===== config.mk =====
export PLATFORM = sky130hd
export DESIGN_NAME = song_queue_ctrl
export DESIGN_NICKNAME = d
export VERILOG_FILES = /design/src/rtl/song_pkg.sv /design/src/rtl/dffr.sv /design/src/rtl/song_fifo.sv /design/src/rtl/song_queue_ctrl.sv
export SDC_FILE = /design/constraint.sdc
export NUM_CORES = 1
export LEC_CHECK = 0
export ABC_AREA = 1
export CORE_ASPECT_RATIO = 0.6
export CORE_UTILIZATION = 60
export CTS_BUF_LIST = sky130_fd_sc_hd__clkbuf_4
export CTS_CLUSTER_SIZE = 25
export DETAILED_ROUTE_END_ITERATION = 6
export PLACE_DENSITY = 0.82
export SLEW_MARGIN = 40
export SYNTH_ARGS = -nofsm -noshare
export SYNTH_HDL_FRONTEND = slang
export SYNTH_SLANG_ARGS = --single-unit

===== constraint.sdc =====
create_clock -name clk -period 3.12 [get_ports clk]
set_clock_uncertainty 0.15 [all_clocks]
set_input_delay 0.936 -clock clk [delete_from_list [all_inputs] [get_ports clk]]
set_output_delay 0.936 -clock clk [all_outputs]
set_load 0.03 [all_outputs]

===== src/rtl/song_pkg.sv =====
// Shared definitions for the playlist scheduler: song-number width and FSM state encoding.
package song_pkg;

  localparam int SONG_W = 4;

  typedef enum logic [1:0] {
    ST_IDLE  = 2'd0,
    ST_LOAD  = 2'd1,
    ST_PLAY  = 2'd2,
    ST_PAUSE = 2'd3
  } state_t;

endpackage


===== src/rtl/dffr.sv =====
// Enabled D register with asynchronous active-low reset to zero.
module dffr #(
  parameter int W = 1
) (
  input  logic         clk,
  input  logic         rst_n,
  input  logic         en,
  input  logic [W-1:0] d,
  output logic [W-1:0] q
);

  always_ff @(posedge clk or negedge rst_n) begin
    if (!rst_n) q <= '0;
    else if (en) q <= d;
  end

endmodule


===== src/rtl/song_fifo.sv =====
// Song-number FIFO built from dffr registers; the caller guarantees no push when full
// without a same-cycle pop, and no pop when empty.
module song_fifo #(
  parameter int DEPTH  = 8,
  parameter int SONG_W = 4
) (
  input  logic                     clk,
  input  logic                     rst_n,
  input  logic                     push,
  input  logic                     pop,
  input  logic [SONG_W-1:0]        wdata,
  output logic [SONG_W-1:0]        head,
  output logic [$clog2(DEPTH):0]   count,
  output logic                     full,
  output logic                     empty
);

  localparam int PW = $clog2(DEPTH);
  localparam int CW = PW + 1;

  logic [PW-1:0]     wr_ptr;
  logic [PW-1:0]     rd_ptr;
  logic [CW-1:0]     count_d;
  logic [SONG_W-1:0] mem [DEPTH];

  for (genvar i = 0; i < DEPTH; i++) begin : g_ent
    dffr #(.W(SONG_W)) u_ent (
      .clk   (clk),
      .rst_n (rst_n),
      .en    (push && (wr_ptr == PW'(i))),
      .d     (wdata),
      .q     (mem[i])
    );
  end

  // Pointers wrap naturally because DEPTH is a power of two.
  dffr #(.W(PW)) u_wr_ptr (
    .clk(clk), .rst_n(rst_n), .en(push), .d(wr_ptr + PW'(1)), .q(wr_ptr)
  );

  dffr #(.W(PW)) u_rd_ptr (
    .clk(clk), .rst_n(rst_n), .en(pop), .d(rd_ptr + PW'(1)), .q(rd_ptr)
  );

  always_comb begin
    count_d = count;
    if (push && !pop)      count_d = count + CW'(1);
    else if (pop && !push) count_d = count - CW'(1);
  end

  dffr #(.W(CW)) u_count (
    .clk(clk), .rst_n(rst_n), .en(1'b1), .d(count_d), .q(count)
  );

  assign head  = mem[rd_ptr];
  assign full  = (count == CW'(DEPTH));
  assign empty = (count == '0);

endmodule


===== src/rtl/song_queue_ctrl.sv =====
// Playlist scheduler: queues song requests and sequences the player (IDLE/LOAD/PLAY/PAUSE).
// Define SONG_QUEUE_REPEAT_EN to loop the playlist by re-pushing songs that finish normally.
module song_queue_ctrl #(
  parameter int DEPTH  = 8,
  parameter int SONG_W = song_pkg::SONG_W
) (
  input  logic                   clk,
  input  logic                   reset,
  input  logic                   req_valid,
  input  logic [SONG_W-1:0]      req_song,
  input  logic                   pause_toggle,
  input  logic                   skip,
  input  logic                   song_done,
  output logic                   play,
  output logic                   reset_player,
  output logic [SONG_W-1:0]      song,
  output logic [$clog2(DEPTH):0] queue_count,
  output logic                   queue_full,
  output logic                   req_drop,
  output song_pkg::state_t       state_dbg
);

  import song_pkg::*;

  // All control inputs are single-cycle strobes with no ready/backpressure: a request that
  // cannot be stored is discarded and reported one cycle later on req_drop.
  state_t            state;
  logic              fifo_push;
  logic              fifo_pop;
  logic              fifo_full;
  logic              fifo_empty;
  logic [SONG_W-1:0] fifo_head;
  logic [SONG_W-1:0] push_data;
  logic              push_req;
  logic              end_evt;
  logic              space;
  logic              drop_d;

  assign end_evt  = ((state == ST_PLAY) && (skip || song_done)) ||
                    ((state == ST_PAUSE) && skip);
  assign fifo_pop = !fifo_empty && ((state == ST_IDLE) || end_evt);
  assign space    = !fifo_full || fifo_pop;

`ifdef SONG_QUEUE_REPEAT_EN
  logic              repush_pend;
  logic [SONG_W-1:0] repush_song;

  // The ended song is captured here because song may already hold the next head.
  always_ff @(posedge clk or negedge reset) begin
    if (!reset) begin
      repush_pend <= 1'b0;
      repush_song <= '0;
    end else begin
      repush_pend <= (state == ST_PLAY) && song_done && !skip;
      repush_song <= song;
    end
  end

  assign push_req  = repush_pend || req_valid;
  assign push_data = repush_pend ? repush_song : req_song;
  assign drop_d    = req_valid && (repush_pend || !space);
`else
  assign push_req  = req_valid;
  assign push_data = req_song;
  assign drop_d    = req_valid && !space;
`endif

  assign fifo_push = push_req && space;

  song_fifo #(.DEPTH(DEPTH), .SONG_W(SONG_W)) u_fifo (
    .clk   (clk),
    .rst_n (reset),
    .push  (fifo_push),
    .pop   (fifo_pop),
    .wdata (push_data),
    .head  (fifo_head),
    .count (queue_count),
    .full  (fifo_full),
    .empty (fifo_empty)
  );

  always_ff @(posedge clk or negedge reset) begin
    if (!reset) begin
      state        <= ST_IDLE;
      play         <= 1'b0;
      reset_player <= 1'b0;
      song         <= '0;
      req_drop     <= 1'b0;
    end else begin
      req_drop     <= drop_d;
      reset_player <= 1'b0;
      case (state)
        ST_IDLE: begin
          if (!fifo_empty) begin
            state        <= ST_LOAD;
            song         <= fifo_head;
            reset_player <= 1'b1;
          end
        end
        ST_LOAD: begin
          state <= ST_PLAY;
          play  <= 1'b1;
        end
        ST_PLAY, ST_PAUSE: begin
          if (end_evt) begin
            // Ending with an empty queue still pulses reset_player to park the player.
            reset_player <= 1'b1;
            play         <= 1'b0;
            if (!fifo_empty) begin
              state <= ST_LOAD;
              song  <= fifo_head;
            end else begin
              state <= ST_IDLE;
            end
          end else if (pause_toggle) begin
            state <= (state == ST_PLAY) ? ST_PAUSE : ST_PLAY;
            play  <= (state == ST_PAUSE);
          end
        end
        default: state <= ST_IDLE;
      endcase
    end
  end

  assign queue_full = fifo_full;
  assign state_dbg  = state;

endmodule

# Word-level counts from Yosys, hierarchy flattened
# Index checks and enable logic that the tools add are counted.
# Widths: inputs -> output; s select.
dict set report op_classes {
  n_addsub 4
  mul 0
  n_div 0
  magnitude_cmp 1
  eq_ne 14
  n_shift 0
  n_mux 20
  bitwise_logic 1
  reduce_logical 34
}
# operator n
set op_table {}
lappend op_table {{$mux 4} 6}
lappend op_table {{$logic_and 1x1->1} 15}
lappend op_table {{$bmux 4 s3} 1}
lappend op_table {{$eq 3x3->1 const B} 4}
lappend op_table {{$pmux 4 s2} 1}
lappend op_table {{$add 3x1->3 const B} 2}
lappend op_table {{$eq 3x2->1 const B} 2}
lappend op_table {{$mux 1} 6}
lappend op_table {{$mux 2} 3}
lappend op_table {{$pmux 2 s3} 1}
lappend op_table {{$reduce_and 2->1} 3}
lappend op_table {{$reduce_bool 2->1} 3}
lappend op_table {{$logic_not 1->1} 5}
lappend op_table {{$add 4x1->4 const B} 1}
lappend op_table {{$eq 2x2->1 const B} 2}
lappend op_table {{$eq 4x4->1 const B} 1}
lappend op_table {{$ge 4x4->1 const B} 1}
lappend op_table {{$logic_not 4->1} 1}
lappend op_table {{$logic_or 1x1->1} 4}
lappend op_table {{$ne 2x2->1 const B} 2}
lappend op_table {{$not 3->4} 1}
lappend op_table {{$pmux 1 s2} 2}
lappend op_table {{$sub 4x1->4 const B} 1}
lappend op_table {{$eq 3x1->1 const B} 1}
lappend op_table {{5 further kinds} 5}
dict set report word_totals {
  reg_bits 51
  latchBits 0
  ram_bits 0
  mem_bits_ro 0
  inputBits 10
  memories 0
}

# Logic depth before layout (Yosys ltp)
dict set report logic_depth {
  word_depth 11
  mapped_depth 15
  mapped_depth_nobuf 15
}

# By module
# A second synthesis with hierarchy kept.
dict set report hier_totals {
  cells_unflattened 376
  area_unflattened_um2 2701.3
}
# module instances cells_each area_per_inst_um2 seq_area_each_um2
set modules_own_cells {}
lappend modules_own_cells {{dffr at u_fifo.g_ent[0].u_ent ...} 9 17 148.9 100.1}
lappend modules_own_cells {song_fifo 1 145 715.7 0.0}
lappend modules_own_cells {song_queue_ctrl 1 52 420.4 225.2}
lappend modules_own_cells {{dffr at u_fifo.u_rd_ptr ...} 2 13 112.6 75.1}

# Worst setup path after synthesis
# No wires, ideal clock.
dict set report synth_path {
  kind {input port to flip-flop}
  startpoint {input port song_done}
  endpoint {register u_fifo.u_count.q[3]}
  arrival_ns 2.458
  t_required_ns 2.853
  slack_ns 0.395
  cell_stages 13
  n_path_buf 0
  cell_sequence {nand2_2 -> nand2_2 -> nor2_1 -> nor2_2 -> inv_2 -> ha_1 -> inv_1 -> ha_1 -> a21oi_1 -> nand2_1 -> xor2_1 -> nand2_1 -> nand2_1}
}
dict set report synth_via {
  elab_chain_len 10
  elab_cells_between_ends 13
}
# item line_no
set synth_rtl {}
lappend synth_rtl {{from (decl)} song_queue_ctrl.sv:13} ;# input logic song_done,
lappend synth_rtl {{$logic_or 1x1->1 (*)} song_queue_ctrl.sv:39} ;# assign end_evt = ((state == ST_PLAY) && (skip || song_done)) ||
lappend synth_rtl {{$logic_and 1x1->1 (*)} song_queue_ctrl.sv:39}
lappend synth_rtl {{$logic_or 1x1->1 (*)} song_queue_ctrl.sv:39}
lappend synth_rtl {{$logic_or 1x1->1 (*)} song_queue_ctrl.sv:41} ;# assign fifo_pop = !fifo_empty && ((state == ST_IDLE) || end_evt);
lappend synth_rtl {{$logic_and 1x1->1 (*)} song_queue_ctrl.sv:41}
lappend synth_rtl {{$logic_or 1x1->1} song_queue_ctrl.sv:42} ;# assign space = !fifo_full || fifo_pop;
lappend synth_rtl {{$logic_and 1x1->1} song_queue_ctrl.sv:68} ;# assign fifo_push = push_req && space;
lappend synth_rtl {{$logic_not 1->1} song_fifo.sv:48} ;# else if (pop && !push) count_d = count - CW'(1);
lappend synth_rtl {{$logic_and 1x1->1} song_fifo.sv:48}
lappend synth_rtl {{$reduce_bool 2->1 (no source line)} -}
lappend synth_rtl {{to (signal assigned)} dffr.sv:13} ;# if (!rst_n) q <= '0;
lappend synth_rtl {{to (signal assigned)} dffr.sv:14} ;# else if (en) q <= d;
lappend synth_rtl {{to (decl)} dffr.sv:9} ;# output logic [W-1:0] q
# Every way passes the cells marked *; elsewhere a longest branch is shown, timed or not.
# A chain may end at the register's enable or synchronous reset.

# Worst setup path in the final report
dict set report layout_path {
  startpoint {register u_fifo.u_count.q[2]}
  endpoint {output port queue_full}
}
dict set report layout_via {
  elab_chain_len 1
}
# item line_no
set layout_rtl {}
lappend layout_rtl {{$eq 4x4->1} song_fifo.sv:56} ;# assign full = (count == CW'(DEPTH));
lappend layout_rtl {{to (decl)} song_queue_ctrl.sv:18} ;# output logic queue_full,
# Every way passes these cells.

==> flow_summary.yaml <==
yosys:
  syn_inst: 348
  synth_top_family_by_area: "simple AND/OR/NAND/NOR gates"
  synth-simple-area-share: 0.359
  synth_compound_area_frac: 0.0391
  ys_ff_latch: 51
  syn_area_per_cell_um2: 8.08
  synth_area_leader_cell: "dfrtp_1"
  synth-xor-area-share: 0.0187
  seq_area_frac_synth: 0.454
  syn-cell-area_mm2: 0.00281
  synth.distinct_cells: 24
  synthAdderAreaFrac: 0.0516
  muxShareOfSynthArea: 0
  yosysWarningCount: 0
  synth_nets: 369
  post-synth-top-area-fraction: 0.454
  yosys-top-cells-area: "dfrtp_1 45%, nand2_1 17%, nand4_1 7.3%, inv_1 4.5%, ha_1 4.4%"
floorplanning:
  fp-row-count: 18
  core_mm2: 0.00430
  die_h_um: 55.0
  die_area_mm2: 0.00497
  initial_core_util: 0.654
  die-width_um: 90.4
  pin_count: 24
worst_hold_path:
  worst_hold_path_type: "register to register"
cts:
  postCtsSetupBuffers: 0
  clkTransAtPathRegs_ns: 0.15
  ctsHoldBuffers: 0
  cts_tree: "yes"
  cts-root-buf: "clkbuf_4"
  post_cts_resized: 0
  clk_latency_ns: 0.37
  cts_buffers: 5
  h-tree-depth: 2
  clockBufferDepth: 2
  cts_num_sinks: 51
critical_path:
  arrival_ns: 1.87
  required_ns: 2.03
  worst_setup_path_end_kind: "output port"
  path_max_fanout: 4
  start_kind: "register"
  cp_cell_sequence: "inv_1, nand2_1, nor2_2, clkdlybuf4s50_1"
  cp_slowest_stage_delay_ns: 0.69
  crit_type: "register to output port"
  slowest_stage: "clkdlybuf4s50_1"
global_route:
  grt_pass1_wl_mm: 10.5
  grt_pass1_vias: 2109
  grt.total_usage: 0.282
  antenna_found_initial: 0
  grt_overflow: 0
  grt_max_degree: 43
timing:
  slew_headroom: 0.644
  period_needed_ns: 2.96
  setup_viol: 0
  slew_viol_final: 0
  post-route-period-util: 0.947
  tightest_slew_ns: 0.534
  rsz0062_at_grt: "false"
  worst_slack_ns: 0.165
  tns_ns: 0
  timing.fmax_mhz: 338
  hold_viol: 0
routing:
  remaining_drc_errors: 0
  drt-initial-drc-count: 199
  drt-wirelength-per-cell_um: 14.6
  vias: 2380
  first_pass_iters: 5
  via_per_inst: 5.53
  wirelength_mm: 6.29
  antenna_left: 0
place:
  port_buffers: 23
  placed_area_mm2: 0.00310
  globalplace.congestion: 0.827
  dp_slack_ns: -0.0666
  dpl.hpwl_mm: 4.63
cells_and_area:
  fin_nets: 390
  final_util: 0.733
  final_common_cell: "nand2_1"
  drive_above_1_share: 0.0892
  syn_to_final_growth_pct: 12.1
  layout_common_cells: "126 x nand2_1, 51 x dfrtp_1, 34 x inv_1, 33 x nand4_1, 21 x clkdlybuf4s50_1"
  fin_area_mm2: 0.00315
  n_antenna_cell: 0
power_and_ir_drop:
  ir_drop_v: 0.000632
  powerDensity_mw_per_mm2: 1040
  p_leak_nw: 1.63
job:
  maxCapViolations: 0
status:
  status: "finished, final reports clean"
## Yosys cell counts
cell type,n
nand2_2,2
nor2_2,2
o211ai_1,8
dfrtp_1,51
inv_2,1
clkbuf_1,3
nor2_1,17
nand4_1,33
clkbuf_2,4
xor2_1,3
buf_1,3
nand3_1,20
fa_1,1
buf_2,7
inv_1,34
nand2_4,1
o21ai_0,9
buf_6,1
a21oi_1,1
xnor2_1,3
nand2_1,126
ha_1,10
or2_2,1
nand3_4,7
## power breakdown
group	internal [mW]	switching, mW
combinational	0.677	1.06
sequential	0.972	0.273
clock	0.0846	0.215
## final cells by class
cell class / count / area (µm²)
Fill cell: 332 / 1150
Timing Repair Buffer: 32 / 300
Clock buffer: 5 / 37.5
Sequential cell: 51 / 1280
Tap cell: 60 / 75.1
Clock inverter: 3 / 15.0
Inverter: 35 / 131
Multi-Input combinational cell: 244 / 1320
## worst max-delay path, delay by kind of cell, from the launching register on
kind	cells	cell delay (ns)
flip-flops	1	0.45
AND/OR/NAND/NOR	2	0.23
buffers and inverters	2	0.80
## worst paths after layout
kind / from / endpoint / slack, ns / cells after the start
max: u_fifo.u_count.q[2]$_DFFE_PN0P_ / queue_full / 0.16 / 4
min: play$_DFFE_PN0P_ / play$_DFFE_PN0P_ / 0.34 / 2
max reg2reg: u_fifo.u_count.q[2]$_DFFE_PN0P_ / u_fifo.u_count.q[3]$_DFFE_PN0P_ / 0.74 / 14
min reg2reg: play$_DFFE_PN0P_ / play$_DFFE_PN0P_ / 0.34 / 2
max in group asynchronous: reset / u_fifo.g_ent[1].u_ent.q[2]$_DFFE_PN0P_ / 1.91 / 2
min in group asynchronous: reset / u_fifo.g_ent[2].u_ent.q[3]$_DFFE_PN0P_ / 0.37 / 1
## through the flow
step / power (mW) / hold slack, ns / cells
2_1_floorplan: 2.44 / 0.287 / 348
6_report: 3.28 / 0.341 / 430
5_1_grt: 3.58 / 0.361 / 430
3_3_place_gp: 2.91 / 0.302 / 422
4_1_cts: 3.27 / 0.340 / 430
3_5_place_dp: 2.98 / 0.306 / 422
## cell families after synthesis
| kind of cell | Yosys count |
|---|---|
| xor gates and xnor gates | 6 |
| buffers and inverters | 53 |
| DFF | 51 |
| and+or+nand+nor | 209 |
| AOI/OAI and AO/OA | 18 |
| adders and majority gates | 11 |
## per-layer routing
| layer | track usage | share of wire | vias to the layer above |
|---|---|---|---|
| met5 | 0 | 0 | - |
| met4 | 0.0672 | 0.0070 | 0 |
| met3 | 0.0533 | 0.078 | 9 |
| met2 | 0.431 | 0.43 | 89 |
| met1 | 0.418 | 0.48 | 1112 |
| li1 | - | - | 1170 |
## sequential cells by signal, indices dropped and copies added, names as in the netlist
signal and flops:
reset_player 1, u_fifo.g_ent.u_ent.q 32, song 4, u_fifo.u_wr_ptr.q 3, play 1, u_fifo.u_rd_ptr.q 3, u_fifo.u_count.q 4, req_drop 1
state_dbg 2
No activity file was read; power rests on OpenSTA's default activity.
